$ cat config.mk
export PLATFORM = sky130hd
export DESIGN_NAME = tx_shift_datapath
export DESIGN_NICKNAME = d
export VERILOG_FILES = /design/src/rtl/tx_pkg.sv /design/src/rtl/tx_byte_fifo.sv /design/src/rtl/tx_shift_datapath.sv
export SDC_FILE = /design/constraint.sdc
export NUM_CORES = 1
export LEC_CHECK = 0
export BUFFER_PORTS_ARGS = -buffer_cell sky130_fd_sc_hd__buf_4
export CORE_MARGIN = 2
export CORE_UTILIZATION = 65
export CTS_BUF_LIST = sky130_fd_sc_hd__clkbuf_8
export DETAILED_ROUTE_END_ITERATION = 8
export PLACE_DENSITY = 0.87
export SLEW_MARGIN = 20
export SYNTH_ARGS = -nofsm -noshare
export SYNTH_HDL_FRONTEND = slang
export SYNTH_SLANG_ARGS = --single-unit
$ cat constraint.sdc
create_clock -name clk -period 4.9 [get_ports clk]
set_input_delay 0.98 -clock clk [delete_from_list [all_inputs] [get_ports clk]]
set_output_delay 0.98 -clock clk [all_outputs]
set_load 0.1 [all_outputs]
$ cat src/rtl/tx_pkg.sv
// Shared types and widths for the I2C transmit datapath.
// Pure declarations; no logic, latency or flow control of its own.
// Holds the byte width default and the counter widths the controller reads back.
package tx_pkg;
    localparam int DATA_W    = 8;
    localparam int TXCOUNT_W = 7;
    localparam int ICOUNT_W  = 3;

    typedef logic [DATA_W-1:0] tx_byte_t;
endpackage

$ cat src/rtl/tx_byte_fifo.sv
// Host byte FIFO with a dual-entry read port so both shift buffers can load in one cycle.
// Latency: a pushed byte is visible at head one cycle after acceptance (no bypass).
// Backpressure: push is ignored while full; pops of 0..2 entries always proceed.
module tx_byte_fifo #(
    parameter int W     = 8,
    parameter int DEPTH = 4
) (
    input  logic         clk,
    input  logic         rst,
    input  logic         push,
    input  logic [W-1:0] push_data,
    input  logic [1:0]   pop_n,
    output logic [W-1:0] head,
    output logic [W-1:0] head1,
    output logic         empty,
    output logic         full,
    output logic         has2
);
    localparam int AW = $clog2(DEPTH);

    logic [W-1:0]  mem [DEPTH];
    logic [AW:0]   wptr;
    logic [AW:0]   rptr;
    logic [AW:0]   count;
    logic [AW-1:0] raddr1;
    logic          push_ok;

    assign count   = wptr - rptr;
    assign empty   = (count == '0);
    assign full    = (count == (AW+1)'(DEPTH));
    assign has2    = (count >= (AW+1)'(2));
    assign push_ok = push && !full;
    assign raddr1  = rptr[AW-1:0] + AW'(1);
    assign head    = mem[rptr[AW-1:0]];
    assign head1   = mem[raddr1];

    always_ff @(posedge clk) begin
        if (rst) begin
            wptr <= '0;
            rptr <= '0;
        end else begin
            if (push_ok) begin
                wptr <= wptr + (AW+1)'(1);
            end
            rptr <= rptr + (AW+1)'(pop_n);
        end
    end

    // Storage is left unreset; the pointers alone define what is valid.
    always_ff @(posedge clk) begin
        if (push_ok) begin
            mem[wptr[AW-1:0]] <= push_data;
        end
    end
endmodule

$ cat src/rtl/tx_shift_datapath.sv
// Double-buffered I2C transmit datapath: host FIFO, two ping-pong shift buffers, bit counters.
// Latency: every command lands at the next rising edge; txbit/txbit_valid are registered.
// Backpressure: wr_ready drops at full; loads from an empty FIFO insert 0x00 and set underrun.
// Build option TX_LSB_FIRST_EN switches the shift direction to LSB-first.
module tx_shift_datapath
    import tx_pkg::*;
#(
    parameter int DATA_W     = tx_pkg::DATA_W,
    parameter int FIFO_DEPTH = 4
) (
    input  logic                 clk,
    input  logic                 rst,
    input  logic [DATA_W-1:0]    wr_data,
    input  logic                 wr_valid,
    output logic                 wr_ready,
    input  logic                 LoadTXBuf0,
    input  logic                 LoadTXBuf1,
    input  logic                 ShiftTXBuf0,
    input  logic                 ShiftTXBuf1,
    input  logic                 LoadTXCount,
    input  logic                 DecTXCount,
    input  logic                 validdata,
    input  logic                 underrun_clr,
    output logic                 txbit,
    output logic                 txbit_valid,
    output logic [TXCOUNT_W-1:0] TXCount,
    output logic [ICOUNT_W-1:0]  ICount,
    output logic                 fifo_empty,
    output logic                 underrun
);
    logic [DATA_W-1:0] buf0, buf1;
    logic [DATA_W-1:0] head, head1;
    logic [DATA_W-1:0] ld0_val, ld1_val;
    logic [DATA_W-1:0] sh0_val, sh1_val;
    logic              out0, out1;
    logic              empty, full, has2;
    logic [1:0]        pop_n;
    logic              ld_under;
    logic              sh0, sh1;

    assign wr_ready   = !full;
    assign fifo_empty = empty;

    tx_byte_fifo #(.W(DATA_W), .DEPTH(FIFO_DEPTH)) u_fifo (
        .clk       (clk),
        .rst       (rst),
        .push      (wr_valid),
        .push_data (wr_data),
        .pop_n     (pop_n),
        .head      (head),
        .head1     (head1),
        .empty     (empty),
        .full      (full),
        .has2      (has2)
    );

    // Load values and pop count; a dual load takes head and the entry behind it.
    always_comb begin
        pop_n    = 2'd0;
        ld_under = 1'b0;
        ld0_val  = '0;
        ld1_val  = '0;
        if (LoadTXBuf0 && LoadTXBuf1) begin
            pop_n    = empty ? 2'd0 : (has2 ? 2'd2 : 2'd1);
            ld_under = !has2;
            ld0_val  = empty ? '0 : head;
            ld1_val  = has2 ? head1 : '0;
        end else if (LoadTXBuf0) begin
            pop_n    = empty ? 2'd0 : 2'd1;
            ld_under = empty;
            ld0_val  = empty ? '0 : head;
        end else if (LoadTXBuf1) begin
            pop_n    = empty ? 2'd0 : 2'd1;
            ld_under = empty;
            ld1_val  = empty ? '0 : head;
        end
    end

    // Buffer 0 owns the shifter when both are requested; a load blocks its buffer's shift.
    assign sh0 = ShiftTXBuf0 && !LoadTXBuf0;
    assign sh1 = ShiftTXBuf1 && !ShiftTXBuf0 && !LoadTXBuf1;

`ifdef TX_LSB_FIRST_EN
    assign out0    = buf0[0];
    assign out1    = buf1[0];
    assign sh0_val = {1'b0, buf0[DATA_W-1:1]};
    assign sh1_val = {1'b0, buf1[DATA_W-1:1]};
`else
    assign out0    = buf0[DATA_W-1];
    assign out1    = buf1[DATA_W-1];
    assign sh0_val = {buf0[DATA_W-2:0], 1'b0};
    assign sh1_val = {buf1[DATA_W-2:0], 1'b0};
`endif

    assign ICount = TXCount[ICOUNT_W-1:0] - ICOUNT_W'(1);

    always_ff @(posedge clk) begin
        if (rst) begin
            buf0        <= '0;
            buf1        <= '0;
            txbit       <= 1'b0;
            txbit_valid <= 1'b0;
            TXCount     <= '0;
            underrun    <= 1'b0;
        end else begin
            if (LoadTXBuf0) begin
                buf0 <= ld0_val;
            end else if (sh0) begin
                buf0 <= sh0_val;
            end
            if (LoadTXBuf1) begin
                buf1 <= ld1_val;
            end else if (sh1) begin
                buf1 <= sh1_val;
            end

            if (sh0) begin
                txbit <= out0;
            end else if (sh1) begin
                txbit <= out1;
            end
            txbit_valid <= validdata && (ShiftTXBuf0 || ShiftTXBuf1);

            // Wrap at 1 so back-to-back bytes need no reload; 0 only exists before the first load.
            if (LoadTXCount) begin
                TXCount <= TXCOUNT_W'(DATA_W);
            end else if (DecTXCount) begin
                if (TXCount == TXCOUNT_W'(1)) begin
                    TXCount <= TXCOUNT_W'(DATA_W);
                end else if (TXCount != '0) begin
                    TXCount <= TXCount - TXCOUNT_W'(1);
                end
            end

            if (ld_under) begin
                underrun <= 1'b1;
            end else if (underrun_clr) begin
                underrun <= 1'b0;
            end
        end
    end
endmodule

* Word-level counts from Yosys, hierarchy flattened
Memory sizes are Yosys's and may differ from the RTL's. A register that Yosys moved wholly into a read port is not among the register bits.
Index checks and enable logic that the tools add are counted.
** Word-level totals
- Bits in registers :: 32
- Bits in writable memories :: 32
- Memories :: 1
** Cells by class
- $add $sub $neg :: 6
- $lt $le $gt $ge :: 1
- Equal/unequal tests :: 2
- Mux-type cells :: 28
- Reductions and logical operators :: 24
** Memory list
- u_fifo.mem :: depth 4, bits a word 8, rd ports 2, clocked after memory_dff 1, wr ports 1, RTL line tx_byte_fifo.sv:21 : logic [W-1:0] mem [DEPTH];
** Operators with widths (count)
- $mux W8 :: 8
- $mux W7 :: 2
- $mux W1 :: 12
- $reduce_bool A2 Y1 :: 6
- $mux W2 :: 4
- $mux W4 :: 2
- $eq A7 B1 Y1 const B :: 1
- $reduce_bool A7 Y1 :: 1
- $sub A7 B1 Y7 const B :: 1
- $logic_and A1 B1 Y1 :: 6
- $logic_not A1 Y1 :: 5
- $reduce_and A2 Y1 :: 2
- $add A3 B1 Y3 const B :: 1
- $add A3 B2 Y3 :: 1
- $eq A3 B3 Y1 const B :: 1
- $ge A3 B2 Y1 const B :: 1
- $logic_not A3 Y1 :: 1
- $reduce_bool A3 Y1 :: 1
- $sub A3 B1 Y3 const B :: 1
- $sub A3 B3 Y3 :: 1
- $add A2 B1 Y2 const B :: 1
- $reduce_or A2 Y1 :: 1
- $logic_or A1 B1 Y1 :: 1

* Longest topological paths before layout
- Depth after elaboration :: 8
- Gate-level depth with buffers :: 11

* By module
A second synthesis with hierarchy kept.
** Unflattened totals
- Cell total of the unflattened synthesis :: 266
- Area total of the unflattened synthesis :: 3214.3 µm²
** By module, submodules not included
- tx_byte_fifo :: times used 1, cells an instance 97, area each 1793.0 µm²
- tx_shift_datapath :: times used 1, cells an instance 169, area each 1421.4 µm²

* Worst setup path after synthesis
OpenSTA, ideal clock, no wires.
- Path kind :: register to output
- Start :: register TXCount[0]
- End :: output ICount[2]
- Data arrival time :: 3.684 ns
- Data required time :: 3.920 ns
- Slack :: 0.236 ns
- Cell stages (with the launch flop) :: 4
- Cells stage by stage :: dfxtp_1 inv_1 ha_1 xor2_1
** Between the ends
- Cells in the longest elaborated chain, start to end :: 1
** RTL lines
- start, declared :: RTL line tx_shift_datapath.sv:26 : output logic [TXCOUNT_W-1:0] TXCount,
- start signal, assigned :: RTL line tx_shift_datapath.sv:126 : TXCount <= TXCOUNT_W'(DATA_W);
- start signal, assigned :: RTL line tx_shift_datapath.sv:129 : TXCount <= TXCOUNT_W'(DATA_W);
- start signal, assigned :: RTL line tx_shift_datapath.sv:131 : TXCount <= TXCount - TXCOUNT_W'(1);
- $sub A3 B1 Y3 :: RTL line tx_shift_datapath.sv:95 : assign ICount = TXCount[ICOUNT_W-1:0] - ICOUNT_W'(1);
- end, declared :: RTL line tx_shift_datapath.sv:27 : output logic [ICOUNT_W-1:0] ICount,
Every way passes these cells.

* Final worst setup path
- Start :: register u_fifo.rptr[0]
- End :: output fifo_empty
** Between the ends
- Cells in the longest elaborated chain, start to end :: 2
** RTL lines
- start, declared :: RTL line tx_byte_fifo.sv:23 : logic [AW:0] rptr;
- start signal, assigned :: RTL line tx_byte_fifo.sv:45 : rptr <= rptr + (AW+1)'(pop_n);
- $sub A3 B3 Y3 :: RTL line tx_byte_fifo.sv:28 : assign count = wptr - rptr;
- $logic_not A3 Y1 :: RTL line tx_byte_fifo.sv:29 : assign empty = (count == '0);
- end, declared :: RTL line tx_shift_datapath.sv:28 : output logic fifo_empty,
Every way passes these cells.

==> metrics.json <==
{
  "rsz0062_at_grt": {"value": "no"},
  "buffering_stage_count_on_the_worst_path_with_inverters_included": {"value": 2},
  "worstSetupEndpointType": {"value": "output pin"},
  "finalSetupViolCount": {"value": 0},
  "floorplan.initialDensity": {"value": 0.665},
  "power.share.combinational": {"value": 0.416},
  "synthesis.area": {"value": 3080, "unit": "sq um"},
  "layout_min_cycle_time": {"value": 3880, "unit": "ps"},
  "rr_endpoint": {"value": "u_fifo.rptr[2]"},
  "netlist_instances": {"value": 257},
  "finalWirelength": {"value": 5930, "unit": "microns"},
  "slew_at_the_pin_closest_to_its_max_slew_limit": {"value": 881, "unit": "ps"},
  "synth.avg_cell_area": {"value": 12.0, "unit": "sq um"},
  "run_status": {"value": "finished, final reports clean"},
  "stdcell_count": {"value": 351},
  "powerDensity": {"value": 591, "unit": "nW/um^2"},
  "flow.area_growth_from_synthesis": {"value": 15.6, "unit": "%"},
  "reg2reg_slack": {"value": 1590, "unit": "ps"},
  "gr-max-usage-layer": {"value": "met2"},
  "hold_ws": {"value": 449, "unit": "ps"},
  "htree_num_levels": {"value": 3},
  "cts.sinks": {"value": 64},
  "clock_insertion_delay_worst_skew": {"value": 350, "unit": "ps"},
  "critical_path_class": {"value": "register to output pin"},
  "gp_congestion": {"value": 0.846},
  "yosys_warnings": {"value": 0},
  "fillCellCount": {"value": 307},
  "num_vias": {"value": 2062},
  "clk_pin_slew_worst_paths": {"value": 60, "unit": "ps"},
  "cp.arrival": {"value": 2900, "unit": "ps"},
  "min_path_cells": {"value": 2},
  "period_share": {"value": 0.792},
  "final_design_area_no_fill": {"value": 3560, "unit": "sq um"},
  "r2r_cells": {"value": 10},
  "p_int": {"value": 0.00127, "unit": "W"},
  "critPathTopFamily": {"value": "adder cells"},
  "hpwl": {"value": 4060, "unit": "microns"},
  "hold_violation_count_in_the_final_report": {"value": 0},
  "number_of_flops_mapped_to_enable_cells_by_yosys": {"value": 32},
  "route.detailed.wl_per_inst": {"value": 16.9, "unit": "microns"},
  "chipHeight": {"value": 72.8, "unit": "microns"},
  "drc_errors": {"value": 0},
  "cp_cell_sequence": {"value": "ha_1, fa_1, xnor3_1, nand3_1, inv_1, buf_4"},
  "seq_area_frac_synth": {"value": 0.521},
  "slew_hr": {"value": 0.407},
  "grt_start_max_net_pins": {"value": 25},
  "placeableCoreArea": {"value": 4630, "unit": "sq um"},
  "drt_first_pass_iters": {"value": 4},
  "worstReg2RegStart": {"value": "u_fifo.rptr[0]"},
  "critical_path_required": {"value": 3920, "unit": "ps"},
  "net_switching_power_figure": {"value": 0.000833, "unit": "W"},
  "synth_nets": {"value": 286},
  "grt_use_met1": {"value": 0.321},
  "route.antenna.remaining_nets": {"value": 0},
  "cts_max_path_buffers": {"value": 2},
  "tritoncts.num_buffers": {"value": 9},
  "synth_cell_type_count": {"value": 40},
  "use_met2": {"value": 0.405},
  "cts_setup_buffers": {"value": 0},
  "viasPerCell": {"value": 5.87},
  "power_switching_share": {"value": 0.396},
  "tns": {"value": 0, "unit": "ps"},
  "num_rows": {"value": 25},
  "power_frac_seq": {"value": 0.368},
  "grtUsageTotal": {"value": 0.247},
  "met3_usage": {"value": 0.0580},
  "finClkSkew": {"value": 7.05, "unit": "ps"},
  "number_of_global_route_vias_before_repair": {"value": 1958},
  "grt_overflow": {"value": 0},
  "final_nets": {"value": 321},
  "max-cap-violations": {"value": 0},
  "fp.dieW": {"value": 72.8, "unit": "microns"},
  "pwr-share-clk": {"value": 0.216},
  "place_area": {"value": 3360, "unit": "sq um"},
  "worst_hold_path_type": {"value": "register to register"},
  "diodes": {"value": 0},
  "drive_above_1_share": {"value": 0.229},
  "ys_async_sr_fraction": {"value": 0},
  "io_pins": {"value": 34},
  "synth_register_bits": {"value": 64},
  "vdd.ir_drop.worst": {"value": 0.000331, "unit": "V"},
  "static-leakage-power": {"value": 1.35, "unit": "nW"},
  "drv_slew": {"value": 0},
  "whs_endpoint": {"value": "buf1[0]"},
  "total_power": {"value": 0.00210, "unit": "W"},
  "timing.critical_path.slowest_cell_delay": {"value": 590, "unit": "ps"},
  "critical_path.slowest_cell": {"value": "dfxtp_1"},
  "numPlacedInstances": {"value": 335},
  "tritoncts_clock_tree": {"value": "done"},
  "postCtsResizedCells": {"value": 0},
  "critPathLaunch": {"value": "u_fifo.rptr[0]"},
  "post_cts_hold_buffer_count": {"value": 0},
  "initialDrtViolationCount": {"value": 130},
  "cts-root-buf": {"value": "clkbuf_8"},
  "port_buffers": {"value": 33},
  "first_pass_grt_wire_length": {"value": 9600, "unit": "microns"},
  "grt_antenna_before_repair": {"value": 0},
  "worstSetupStartpointType": {"value": "register"},
  "die_area": {"value": 5300, "unit": "sq um"},
  "synth-main-ff-cell": {"value": "edfxtp_1"},
  "max_freq": {"value": 258, "unit": "MHz"},
  "worst-path-max-fanout": {"value": 24},
  "worstHoldStart": {"value": "buf1[0]"}
}
[synthesized netlist by cell type, drive strengths merged, types with 4 or more instances]
cell	n	area, sq um
a211oi	7	65.1
nor2	23	86.3
clkbuf	7	26.3
edfxtp	32	961
mux2	13	146
inv	9	33.8
nand3	11	55.1
ha	8	100
nand2	20	75.1
o211ai	6	45.0
dfxtp	32	641
a21oi	5	25.0
mux4	4	90.1
o22a	6	52.6
xnor2	6	52.6
mux2i	26	260
nand2b	9	56.3
[cell families (layout without fill, tap and decap cells)]
| logic type | Yosys count | after routing | share of synthesized area |
|---|---|---|---|
| compound gates | 34 | 34 | 0.0891 |
| xor+xnor | 9 | 9 | 0.0350 |
| mux | 43 | 43 | 0.161 |
| fa+ha+maj | 11 | 11 | 0.0488 |
| simple gates | 77 | 77 | 0.121 |
| buf+inv | 19 | 59 | 0.0244 |
| flops | 64 | 64 | 0.521 |
[through the flow]
step / worst slack (ps) / util
floorplan: 236 / -
global placement: 1600 / 0.725
detailed placement: 1470 / 0.725
CTS: 1030 / 0.768
global route: 897 / 0.768
finish: 1020 / 0.768
[power groups by stage]
| stage | Combinational [W] | Clock [W] | Sequential [W] |
|---|---|---|---|
| 2_1_floorplan | 0.000653 | 0 | 0.000799 |
| 3_3_place_gp | 0.000836 | 0 | 0.000775 |
| 3_5_place_dp | 0.000858 | 0 | 0.000786 |
| 4_1_cts | 0.000877 | 0.000456 | 0.000775 |
| 5_1_grt | 0.000943 | 0.000485 | 0.000786 |
| 6_report | 0.000876 | 0.000454 | 0.000774 |
[how the worst max path moves through the flow]
| stage | endpoint | cells past startpoint |
|---|---|---|
| 6_report | fifo_empty | 6 |
| 5_1_grt | fifo_empty | 6 |
| 4_1_cts | fifo_empty | 6 |
| 3_5_place_dp | fifo_empty | 6 |
| 3_3_place_gp | fifo_empty | 6 |
| 2_1_floorplan | ICount[2] | 3 |
[registers in the layout, indices dropped and copies added, names as in the netlist, 3 cells and up]
signal / flops
u_fifo.wptr: 3
TXCount: 7
u_fifo.mem: 32
buf1: 8
u_fifo.rptr: 3
buf0: 8
[layout make-up]
class / instances / area [sq um] / area share
clock buffers: 11 / 151 / 0.0426
repair buffers: 34 / 255 / 0.0718
multi-input cells: 174 / 1400 / 0.394
flip-flops and latches: 64 / 1600 / 0.450
well taps: 54 / 67.6 / 0.0190
clock inverters: 5 / 47.5 / 0.0134
inverters: 9 / 33.8 / 0.00950
[worst reg2reg max path, stage by stage (launching register included)]
cell	delay [ps]
dfxtp_1	590
ha_1	370
fa_1	420
xnor3_1	410
nand3_1	280
inv_1	180
nor3_1	70
ha_1	220
fa_1	400
xnor2_1	210
nor2_1	60
[cell usage in the layout (no fill, tap or decap), types with 8 or more instances in the layout]
cell type  count
buf_4         34
dfxtp_1       32
edfxtp_1      32
mux2i_1       26
nor2_1        23
nand2_1       20
mux2_2        13
inv_1         11
nand3_1       11
clkbuf_8      11
nand2b_1       9
ha_1           8
[routing by layer]
metal / vias to the layer above / wire length, microns
met5: - / 0
met4: 0 / 106
met3: 10 / 286
met2: 66 / 2980
met1: 971 / 2560
li1: 1015 / -
Note: power is estimated with default switching activity, not from simulation.
